<file path="config.mk">
export PLATFORM = sky130hd
export DESIGN_NAME = ppm4_symbol_decoder
export DESIGN_NICKNAME = d
export VERILOG_FILES = /design/src/rtl/ppm_pkg.sv /design/src/rtl/ppm_frame_counter.sv /design/src/rtl/ppm4_symbol_decoder.sv
export SDC_FILE = /design/constraint.sdc
export NUM_CORES = 1
export LEC_CHECK = 0
export CAP_MARGIN = 20
export CELL_PAD_IN_SITES_DETAIL_PLACEMENT = 1
export CELL_PAD_IN_SITES_GLOBAL_PLACEMENT = 1
export CORE_AREA = 2 2 39 41
export CTS_BUF_LIST = sky130_fd_sc_hd__clkbuf_4 sky130_fd_sc_hd__clkbuf_8
export CTS_CLUSTER_DIAMETER = 200
export DETAILED_ROUTE_END_ITERATION = 10
export DIE_AREA = 0 0 41 43
export PLACE_DENSITY = 0.54
export SLEW_MARGIN = 10
export SYNTH_ARGS = -nofsm -noshare
export SYNTH_HDL_FRONTEND = slang
export SYNTH_SLANG_ARGS = --single-unit
</file>
<file path="constraint.sdc">
create_clock -name clk16 -period 1.6 [get_ports clk16]
set_input_delay 0.16 -clock clk16 [delete_from_list [all_inputs] [get_ports clk16]]
set_output_delay 0.16 -clock clk16 [all_outputs]
set_load 0.005 [all_outputs]
</file>
<file path="src/rtl/ppm_pkg.sv">
// rtl/ppm_pkg.sv - shared constants and output word type for the 4-PPM symbol decoder
package ppm_pkg;

    localparam int PPM_SLOTS = 4;
    localparam int SYM_BITS  = 2;
    localparam int ERR_BIT   = 2;

    // Output word as delivered on data_3bits_out: {err, sym[1:0]}
    typedef struct packed {
        logic                err;
        logic [SYM_BITS-1:0] sym;
    } ppm_word_t;

endpackage

</file>
<file path="src/rtl/ppm_frame_counter.sv">
// rtl/ppm_frame_counter.sv - frame position counter with enable, abort clear and frame-end pulse
module ppm_frame_counter #(
    parameter int SLOT_CYCLES = 2,
    parameter int CNT_W       = 3
) (
    input  logic             clk,
    input  logic             rst,
    input  logic             en,
    output logic [CNT_W-1:0] pos,
    output logic             frame_end
);
    import ppm_pkg::*;

    localparam logic [CNT_W-1:0] LAST_POS = CNT_W'(PPM_SLOTS * SLOT_CYCLES - 1);

    // Frame end is the last counting cycle; dropping en on that cycle aborts instead
    assign frame_end = en && (pos == LAST_POS);

    // Count while enabled, wrap at frame end, hold at zero while idle so frames align to en rising
    always_ff @(posedge clk) begin
        if (rst) begin
            pos <= '0;
        end else if (!en || frame_end) begin
            pos <= '0;
        end else begin
            pos <= pos + 1'b1;
        end
    end

endmodule

</file>
<file path="src/rtl/ppm4_symbol_decoder.sv">
// rtl/ppm4_symbol_decoder.sv - 4-PPM symbol demodulator; PPM_ERR_CHECK_EN enables chip-count/alignment error flag
module ppm4_symbol_decoder #(
    parameter int SLOT_CYCLES = 2,
    parameter int CNT_W       = 3
) (
    input  logic       clk16,
    input  logic       rst_n,
    input  logic       Din,
    input  logic       state,
    output logic [2:0] data_3bits_out,
    output logic       finish2bits_out
);
    import ppm_pkg::*;

    logic [CNT_W-1:0]    pos;
    logic                frame_end;
    logic [CNT_W-1:0]    pos_div;
    logic [CNT_W-1:0]    pos_mod;
    logic [SYM_BITS-1:0] cur_slot;
    logic                cur_low;
    logic [SYM_BITS-1:0] slot_r;
    logic [SYM_BITS-1:0] nxt_slot;
    logic                err_c;
    ppm_word_t           data_q;
    logic                finish_q;

    ppm_frame_counter #(
        .SLOT_CYCLES(SLOT_CYCLES),
        .CNT_W      (CNT_W)
    ) u_frame_counter (
        .clk      (clk16),
        .rst      (rst_n),
        .en       (state),
        .pos      (pos),
        .frame_end(frame_end)
    );

    assign pos_div  = pos / CNT_W'(SLOT_CYCLES);
    assign pos_mod  = pos % CNT_W'(SLOT_CYCLES);
    assign cur_slot = pos_div[SYM_BITS-1:0];
    assign cur_low  = state && !Din;

`ifdef PPM_ERR_CHECK_EN
    logic [1:0] low_cnt;
    logic [1:0] nxt_cnt;
    logic       edge_r;
    logic       nxt_edge;
    logic       cur_edge;

    assign cur_edge = (pos_mod == CNT_W'(SLOT_CYCLES - 1));

    // Fold the current sample in so the final-position chip counts; the first chip owns slot/edge
    always_comb begin
        nxt_slot = slot_r;
        nxt_edge = edge_r;
        nxt_cnt  = low_cnt;
        if (cur_low) begin
            if (low_cnt == 2'd0) begin
                nxt_slot = cur_slot;
                nxt_edge = cur_edge;
            end
            if (low_cnt != 2'd2) begin
                nxt_cnt = low_cnt + 2'd1;
            end
        end
        err_c = (nxt_cnt == 2'd0) || (nxt_cnt == 2'd2) || !nxt_edge;
    end

    // Chip count and alignment capture, cleared between frames and on abort
    always_ff @(posedge clk16) begin
        if (rst_n || frame_end || !state) begin
            low_cnt <= 2'd0;
            edge_r  <= 1'b0;
        end else begin
            low_cnt <= nxt_cnt;
            edge_r  <= nxt_edge;
        end
    end
`else
    // Without error checking the last chip of the frame wins
    always_comb begin
        nxt_slot = cur_low ? cur_slot : slot_r;
        err_c    = 1'b0;
    end
`endif

    // Slot capture and symbol delivery; frame end latches the word and strobes for one cycle
    always_ff @(posedge clk16) begin
        if (rst_n) begin
            slot_r   <= '0;
            data_q   <= '0;
            finish_q <= 1'b0;
        end else begin
            finish_q <= frame_end;
            if (frame_end) begin
                data_q.err <= err_c;
                data_q.sym <= nxt_slot;
                slot_r     <= '0;
            end else if (state) begin
                slot_r <= nxt_slot;
            end else begin
                slot_r <= '0;
            end
        end
    end

    assign data_3bits_out  = data_q;
    assign finish2bits_out = finish_q;

endmodule

</file>
**Yosys cells after proc, flatten, opt, wreduce, memory -nomap -nowiden**

Cells that the tools add are included.

- Register bits: 8
- Input port bits: 4
- Word-level logic and storage cells: 15
- Output and inout bits: 4

- Mux-type cells: 1
- Equality and inequality tests: 1
- Bitwise gates (word level): 1
- $add $sub $neg: 1
- Reduce and logical (&&, ||, !) cells: 7

Operator list:

| operator | number |
|---|---|
| 3-bit by 1-bit adder with 3-bit output, second input constant | 1 |
| 3-bit equality test, second input constant | 1 |
| 3-bit OR reduction | 1 |
| 1-bit logical AND | 2 |
| 1-bit zero test | 2 |
| 2-bit 2-to-1 mux | 1 |
| 2-bit OR reduction | 1 |
| 1-bit logical OR | 1 |
| 1-bit inverter | 1 |

**Longest topological paths before layout**

- Word-level depth: 4
- Mapped depth: 4
- Depth with buffers taken out: 4

**Modules after synthesis**

Synthesis repeated with hierarchy kept, for this count alone.

- Cells, all modules: 31
- Area total of the unflattened synthesis: 357.8 sq um

Modules (own cells, without submodules):

| module | times used | cells each | area each (sq um) |
|---|---|---|---|
| ppm4_symbol_decoder | 1 | 22 | 226.5 |
| ppm_frame_counter | 1 | 9 | 131.4 |

**Worst setup path after synthesis**

OpenSTA, ideal clock, no wires.

- Kind: reg2reg
- Start: register u_frame_counter.pos[0]
- End: register slot_r[0]
- Data required time: 1.536 ns
- Cell stages (with the launch flop): 5
- Buffers on the path: 0
- Path slack: 0.320 ns
- Arrival time: 1.216 ns
- Path through: dfxtp_1 -> ha_1 -> ha_1 -> or3b_1 -> nor2_1

- Longest elaborated chain between the ends: 3

RTL lines:

| element | line | RTL |
|---|---|---|
| from (decl) | ppm_frame_counter.sv:9 | `output logic [CNT_W-1:0] pos,` |
| from (signal assigned) | ppm_frame_counter.sv:26 | `pos <= pos + 1'b1;` |
| 3-bit equality test | ppm_frame_counter.sv:17 | `assign frame_end = en && (pos == LAST_POS);` |
| 1-bit logical AND | ppm_frame_counter.sv:17 |  |
| 3-bit OR reduction (no line) | - |  |
| to (signal assigned) | ppm4_symbol_decoder.sv:100 | `slot_r <= nxt_slot;` |
| to (decl) | ppm4_symbol_decoder.sv:21 | `logic [SYM_BITS-1:0] slot_r;` |

No other way between the ends.
A chain may end at the register's enable or synchronous reset.

**Worst setup path after layout**

- Start: register u_frame_counter.pos[0]
- End: register slot_r[1]

Same word-level chain as after synthesis.

==> flow_summary_export.csv <==
group,metric,value,unit
sta,rsz0062_at_grt,"no",
sta,tns,0,ns
cts,numCtsBuffers,3,
critical_path,worstReg2RegEnd,"slot_r[1]",
grt,grt_pass1_vias,209,
die,core-area,1380,sq um
critical_path,crit_arrival,1.58,ns
critical_path,crit_path_top_delay_cell,"or3b_1",
placed_design,dp_hpwl,433,microns
sta,final_hold_viol_count,0,
route,vias_per_cell,4.22,
critical_path,endpoint,"slot_r[1]",
critical_path,reg2reg_depth,4,
grt,grt_use_met3,5.24,%
cts,clk_latency,0.25,ns
cells_and_area,fin_cells,51,
cts,cts_tree,"done",
grt,use_met1,7.17,%
cells_and_area,mostFrequentLayoutCells,"dfxtp_1 (8), clkdlybuf4s50_1 (6), nor2_1 (4)",
synth,synthesis.area,292,sq um
cells_and_area,final_common_cell,"dfxtp_1",
min_path,holdPathStages,1,
grt,grtUsageMet2,10.0,%
critical_path,worstSetupStartpoint,"u_frame_counter.pos[0]",
critical_path,path_max_fanout,7,
sta,maxSlewViolCount,0,
min_path,hold_path_class,"reg2reg",
cts,cts_root_buf,"clkbuf_4",
critical_path,r2r_start,"u_frame_counter.pos[0]",
synth,syn_area_per_cell,10.8,sq um
critical_path,cp_common_cell,"ha_1",
critical_path,critPathLaunchType,"flop",
grt,grt_usage,8.27,%
cts,ctsHtreeMaxLevel,1,
sta,final.setup.worst_slack,0.215,ns
critical_path,cp.buffers_inverters,0,
route,num_vias,215,
critical_path,rrSetupSlack,0.22,ns
cts,cts_resized,0,
cts,clock-sinks,8,
die,fp-row-count,14,
die,ios,8,
grt,busiest_layer,"met4",
placed_design,pre_cts_slack,0.212,ns
route,ant_nets,0,
cells_and_area,diodes,0,
die,die_w,41,microns
grt,grt_max_degree,8,
grt,grt_pass1_wl,793,microns
synth,ys_seq_area_share,54.9,%
flow_run,maxCapViolations,0,
sta,setup_viol,0,
critical_path,worst-path-stages,4,
sta,fmaxAchievable,722,MHz
route,wl_per_cell,10.6,microns
sta,finalClockSkew,0.00122,ns
sta,period_needed,1.38,ns
power,cellLeakagePower,0.156,nW
critical_path,path_cells,"ha_1, ha_1, or3b_1, nor2_1",
cells_and_area,layout-drive-gt1-share,8.57,%
synth,synth_fp_nets,33,
placed_design,io_buffers,6,
route,first_pass_iters,2,
placed_design,placed_cells,48,
die,start_util,21.1,%
synth,ys_seq_elements,8,
cells_and_area,nets,43,
power,vdd_drop_max,269,uV
cts,cts-hold-fix-buffers,0,
die,die-area,1760,sq um
synth,synth_cell_types,12,
critical_path,slowest_delay,0.45,ns
cts,clock_path_buffers,2,
cts,post_cts_buffers,0,
die,die_h,43,microns
status,status,"complete, no violations",
critical_path,critical-path-top-delay-family,"simple AND/OR/NAND/NOR gates",
grt,gr-total-overflow,0,
grt,antenna_found_initial,0,
cells_and_area,syn_to_final_growth,32.6,%
synth,synthCells,27,
critical_path,end_kind,"flop",
critical_path,critPathKind,"reg2reg",
route,drtIter0Drc,4,
sta,fin_crit_sh,86.6,%
route,drc,0,
cts,clkTransAtPathRegs,0.05,ns
power,power_density,974,nW/um^2
placed_design,place.gp.congestion,0.654,
route,wl,539,microns
synth,yosys_warnings,0,
critical_path,critPathRequiredTime,1.79,ns
[power by group]
group / switching (mW) / leakage, nW / internal, mW / total (mW)
registers: 0.00143 / 0.0647 / 0.202 / 0.203
clock network: 0.0678 / 0.0138 / 0.0858 / 0.154
logic: 0.00879 / 0.0773 / 0.0108 / 0.0196
[per-layer routing]
metal | share of wire, % | routed length, microns | vias to the layer above
met2 | 41 | 222 | 9
met1 | 41 | 219 | 90
met4 | 6.7 | 36 | 0
met5 | 0 | 0 | -
met3 | 11 | 60 | 5
li1 | - | - | 111
[final cells by class]
type,instances,area (sq um)
Fill cell,168,997
Sequential cell,8,160
Multi-Input combinational cell,18,124
Timing Repair Buffer,6,60.1
Clock buffer,3,22.5
Tap cell,16,20.0
[registers in the layout, indices dropped and copies added (netlist names)]
| name | cells |
|---|---|
| data_3bits_out | 2 |
| finish2bits_out | 1 |
| slot_r | 2 |
| u_frame_counter.pos | 3 |
[how the worst min path moves through the flow]
stage,slack (ns),startpoint,end
final,0.42,u_frame_counter.pos[0],u_frame_counter.pos[0]
after global routing,0.46,u_frame_counter.pos[0],u_frame_counter.pos[0]
after CTS,0.42,u_frame_counter.pos[0],u_frame_counter.pos[0]
after detailed placement,0.41,u_frame_counter.pos[0],u_frame_counter.pos[0]
after global placement,0.41,u_frame_counter.pos[0],u_frame_counter.pos[0]
after floorplan,0.23,rst_n,finish2bits_out
[logic make-up after synthesis]
group	share of synthesized area [%]
DFF	54.9
buffers and inverters	2.58
AOI/OAI and AO/OA	9.44
muxes	6.87
adders and majority gates	8.58
and+or+nand+nor	16.3
other	1.29
[synth_stat cells (all sizes together)]
cell	number	share of area [%]
nand2	1	1.3
nor3b	1	2.6
mux2i	2	6.9
or3b	1	3.0
ha	2	8.6
dfxtp	8	55
nor2	4	5.1
a21oi	2	3.4
a311oi	2	6.0
conb	1	1.3
buf	1	2.6
and2	2	4.3
[stage by stage]
step           utilization [%]  instance area [sq um]  total power [mW]  hold slack, ns
2_1_floorplan                -                    292             0.216           0.232
3_3_place_gp              26.3                    364             0.227           0.406
3_5_place_dp              26.3                    364             0.228           0.415
4_1_cts                   27.9                    387             0.384           0.422
5_1_grt                   27.9                    387             0.397           0.456
6_report                  27.9                    387             0.377           0.423
Note: power is estimated with default switching activity, not from simulation.
==> patch 1 (same flow settings) <==
The option `PPM_ERR_CHECK_EN` is turned on by a define.
--- a/src/rtl/ppm4_symbol_decoder.sv
+++ b/src/rtl/ppm4_symbol_decoder.sv
@@ -1,2 +1,4 @@
 // rtl/ppm4_symbol_decoder.sv - 4-PPM symbol demodulator; PPM_ERR_CHECK_EN enables chip-count/alignment error flag
+`define PPM_ERR_CHECK_EN
+
 module ppm4_symbol_decoder #(
Function: changed (a bounded check fails within 10 cycles, from zero or initial values and one cycle with rst_n high).
==> patch 1 against the original RTL <==
- sequential cell count is 4 higher
- critical path type unchanged
- area after synthesis rose by 65%
- design area increased by 54%
- count of clock-buffer cells in the layout increased by 1
- setup slack got worse by 0.11 ns
- largest power group unchanged
- routed wire length rose by 89%
- total power is 55% higher
- critical endpoint is now u_frame_counter.pos[1]
==> patch 1: results (changes against the original RTL) <==
- Status: finished, final reports clean
- Mapped Nets: 54 (+64%)
- Placement Setup Slack: 0.0422 ns (-0.170 ns)
- Area after detailed placement: 559 um^2 (+54%)
- Count of different cell masters after synthesis: 18 (+6)
- Largest net degree at the start of global routing: 10 (+2)
- Top cells by area in the synthesized netlist: dfxtp_1 (50%), ha_1 (7.8%), mux2i_1 (6.3%)
- Wire length reported by the detailed router: 1020 um (+89%)
- CP Max Fanout: 8 (+1)
- Arrival time of data at the critical path endpoint: 1.70 ns (+0.12 ns)
- Cells after Synth: 47 (+74%)
- Quantity of gates resized following cts: 0 (unchanged)
- Initial DRC Count: 6 (+2)
- Power share of the clock group: 42.0% (+1.2 points)
- Largest clock skew in the final design: 0.000636 ns (-0.000586 ns)
- Number of cells traversed by the worst hold path: 2 (+1)
- Pwr/cell area: 981 mW/mm^2 (+0.71%)
- Internal Dissipation: 0.456 mW (+53%)
- Fraction of power consumed by sequential logic: 52.3% (-1.7 points)
- Static leakage: 0.239 nW (+53%)
- RD Place Congestion: 0.660 (+0.89%)
- Fraction of the mapped netlist area in adder cells: 7.81% (-0.77 points)
- Vias in the first global route: 368 (+76%)
- First-pass GRT wire length: 1590 um (+100%)
- Largest stage delay on the critical path: 0.53 ns (+0.08 ns)
- Fraction of final layout cells with drive strength greater than 1: 14.0% (+5.5 points)
- Maximum VDD drop: 0.000506 V (+88%)
- Multiplexer fraction of the synthesized cell area: 6.25% (-0.62 points)
- Global routing usage summed across all routing layers: 14.2% (+5.9 points)
- Number of vias per cell: 4.96 (+18%)
- Drt first pass iters: 4 (+2)
- Post-layout net count: 65 (+51%)
- Clock input transition at the sequential cells of the worst setup and hold paths: 0.08 ns (+0.03 ns)
- Top cell types by occurrence after synthesis: dfxtp_1 (12), nor2_1 (7), inv_1 (4)
- Number of I/O port buffers: 7 (+1)
- Fraction of the mapped netlist area in compound gates: 11.5% (+2.0 points)
- DP Cell Count: 69 (+44%)
- Share of synthesized area occupied by flip-flops and latches: 50.0% (-4.9 points)
- Clock latency of the later-clocked register in the worst-skew pair: 0.28 ns (+0.03 ns)
- Via count: 362 (+68%)
patch 1: final timing paths:
path                                        startpoint                     end  slack [ns]
worst max-delay path            u_frame_counter.pos[0]  u_frame_counter.pos[1]        0.11
worst min-delay path                            edge_r                  edge_r        0.47
worst max register to register  u_frame_counter.pos[0]  u_frame_counter.pos[1]        0.11
worst min register to register                  edge_r                  edge_r        0.47
patch 1: layer usage:
layer	GRT usage (%)	wire length (um)	vias up
li1	-	-	179
met1	14.7	407	169
met2	22.5	525	10
met3	4.71	54	4
met4	10.0	30	0
met5	0	0	-
patch 1: final cells by class:
cell class / count / area, um^2
multi-input cells: 29 / 206
flip-flops and latches: 12 / 240
clock buffers: 4 / 36.3
well taps: 16 / 20.0
fillers: 155 / 788
inverters: 4 / 15.0
repair buffers: 8 / 77.6
patch 1: logic make-up after synthesis:
group,after synthesis
DFF,12
AOI/OAI and AO/OA,7
muxes,3
adders and majority gates,3
and+or+nand+nor,16
buffers and inverters,6
==> patch 2 (config.mk and constraints unchanged) <==
Without the edit above. Remove the register `finish_q`: a continuous assignment takes its place, so the output `finish2bits_out` follows one clock earlier.
--- a/src/rtl/ppm4_symbol_decoder.sv
+++ b/src/rtl/ppm4_symbol_decoder.sv
@@ -91,5 +91,3 @@
             data_q   <= '0;
-            finish_q <= 1'b0;
         end else begin
-            finish_q <= frame_end;
             if (frame_end) begin
@@ -106,2 +104,4 @@
 
+    assign finish_q = frame_end;
+
     assign data_3bits_out  = data_q;
Behaviour: not the same (Yosys sat finds a counterexample within 10 cycles, from zero or initial values and one cycle with rst_n high).
==> patch 2 against the original RTL <==
- design area up 0.65%
- clock skew about the same
- setup slack worse by 0.11 ns
- fmax down 7.1%
- via count down 3.7%
- sequential cell count down 1
- critical endpoint is now finish2bits_out
- total power down 0.51%
- count of clock-buffer cells in the layout up 1
- synthesized cell count down 7.4%
- core utilization up 0.18 points
- routed wire length up 3.5%
- area after synthesis down 7.7%
- combinational power up 5%
==> patch 2: results (changes against the original RTL) <==
- Post-synthesis area per instance: 10.8 um^2 (-0.34%)
- Met3 capacity usage during global routing: 3.14% (-2.1 points)
- Maximum VDD drop: 0.000267 V (-0.45%)
- Largest net degree at the start of global routing: 5 (-3)
- Critical path's top delay family: adder cells
- Met1 layer usage reported by global route: 9.12% (+2.0 points)
- Status: finished, final reports clean
- Fill cell count: 164 (-2.4%)
- Worst Hold Slack: 0.425 ns (+0.00143 ns)
- Fraction of final layout cells with drive strength greater than 1: 22.2% (+14 points)
- Mapped Nets: 31 (-6.1%)
- Drt first pass iters: 1 (-1)
- Initial DRC Count: 0 (-4)
- Switching power summed over all nets: 0.0732 mW (-6.1%)
- Arrival time of data at the critical path endpoint: 1.33 ns (-0.25 ns)
- First-pass GRT wire length: 917 um (+16%)
- CP Max Fanout: 3 (-4)
- Top cell types by occurrence after synthesis: dfxtp_1 (7), nor2_1 (3)
- Via count: 207 (-3.7%)
- Detail Placement HPWL: 459 um (+6.0%)
- Vias in the first global route: 224 (+7.2%)
- Share of synthesized area occupied by flip-flops and latches: 52.1% (-2.8 points)
- Largest clock skew in the final design: 0.00151 ns (+0.000285 ns)
- R2r setup slk: 0.18 ns (-0.04 ns)
- Global routing usage summed across all routing layers: 8.57% (+0.30 points)
- Largest stage delay on the critical path: 0.31 ns (-0.14 ns)
- Final Instance Count excl. Fillers: 52 (+2.0%)
- Static leakage: 0.162 nW (+4.1%)
- RD Place Congestion: 0.649 (-0.84%)
- Area after detailed placement: 357 um^2 (-2.1%)
-- patch 2: metal layers --
metal | vias to the layer above | wire, um
met2 | 6 | 285
met1 | 95 | 240
met5 | - | 0
met3 | 0 | 32
met4 | 0 | 0
li1 | 106 | -
-- patch 2: final cells by class --
| cell class | count | area [um^2] | area share [%] |
|---|---|---|---|
| Timing Repair Buffer | 8 | 75.1 | 19.3 |
| Sequential cell | 7 | 140 | 36.0 |
| Clock buffer | 4 | 30.0 | 7.72 |
| Tap cell | 16 | 20.0 | 5.14 |
| Multi-Input combinational cell | 17 | 124 | 31.8 |
-- patch 2: path summary, 6_finish.rpt --
check | from | end | depth (start not counted)
max | u_frame_counter.pos[0] | finish2bits_out | 4
min | u_frame_counter.pos[0] | u_frame_counter.pos[0] | 1
max reg2reg | u_frame_counter.pos[0] | slot_r[1] | 5
min reg2reg | u_frame_counter.pos[0] | u_frame_counter.pos[0] | 1
-- patch 2: timing repair --
item / 4_1_cts / 5_1_grt
endpoints found under the setup margin: 1 / 1
hold buffers: 0 / 0
resized for setup: 1 / 2
hold endpoints to repair: 0 / 0
-- patch 2: cells by family (layout without fill, tap and decap cells) --
logic type	count (synthesis)	count (layout)	synth area share, %
adders and majority gates	2	2	9.30
AOI/OAI and AO/OA	4	4	9.30
buffers and inverters	1	12	2.79
other	1	1	1.39
and+or+nand+nor	8	8	17.7
DFF	7	7	52.1
muxes	2	2	7.44
-- patch 2: power groups by stage --
stage | sequential, mW | clock [mW] | combinational (mW)
2_1_floorplan | 0.182 | 0 | 0.00849
6_report | 0.179 | 0.175 | 0.0205
3_5_place_dp | 0.182 | 0 | 0.0206
4_1_cts | 0.178 | 0.190 | 0.0209
5_1_grt | 0.178 | 0.201 | 0.0234
3_3_place_gp | 0.182 | 0 | 0.0197
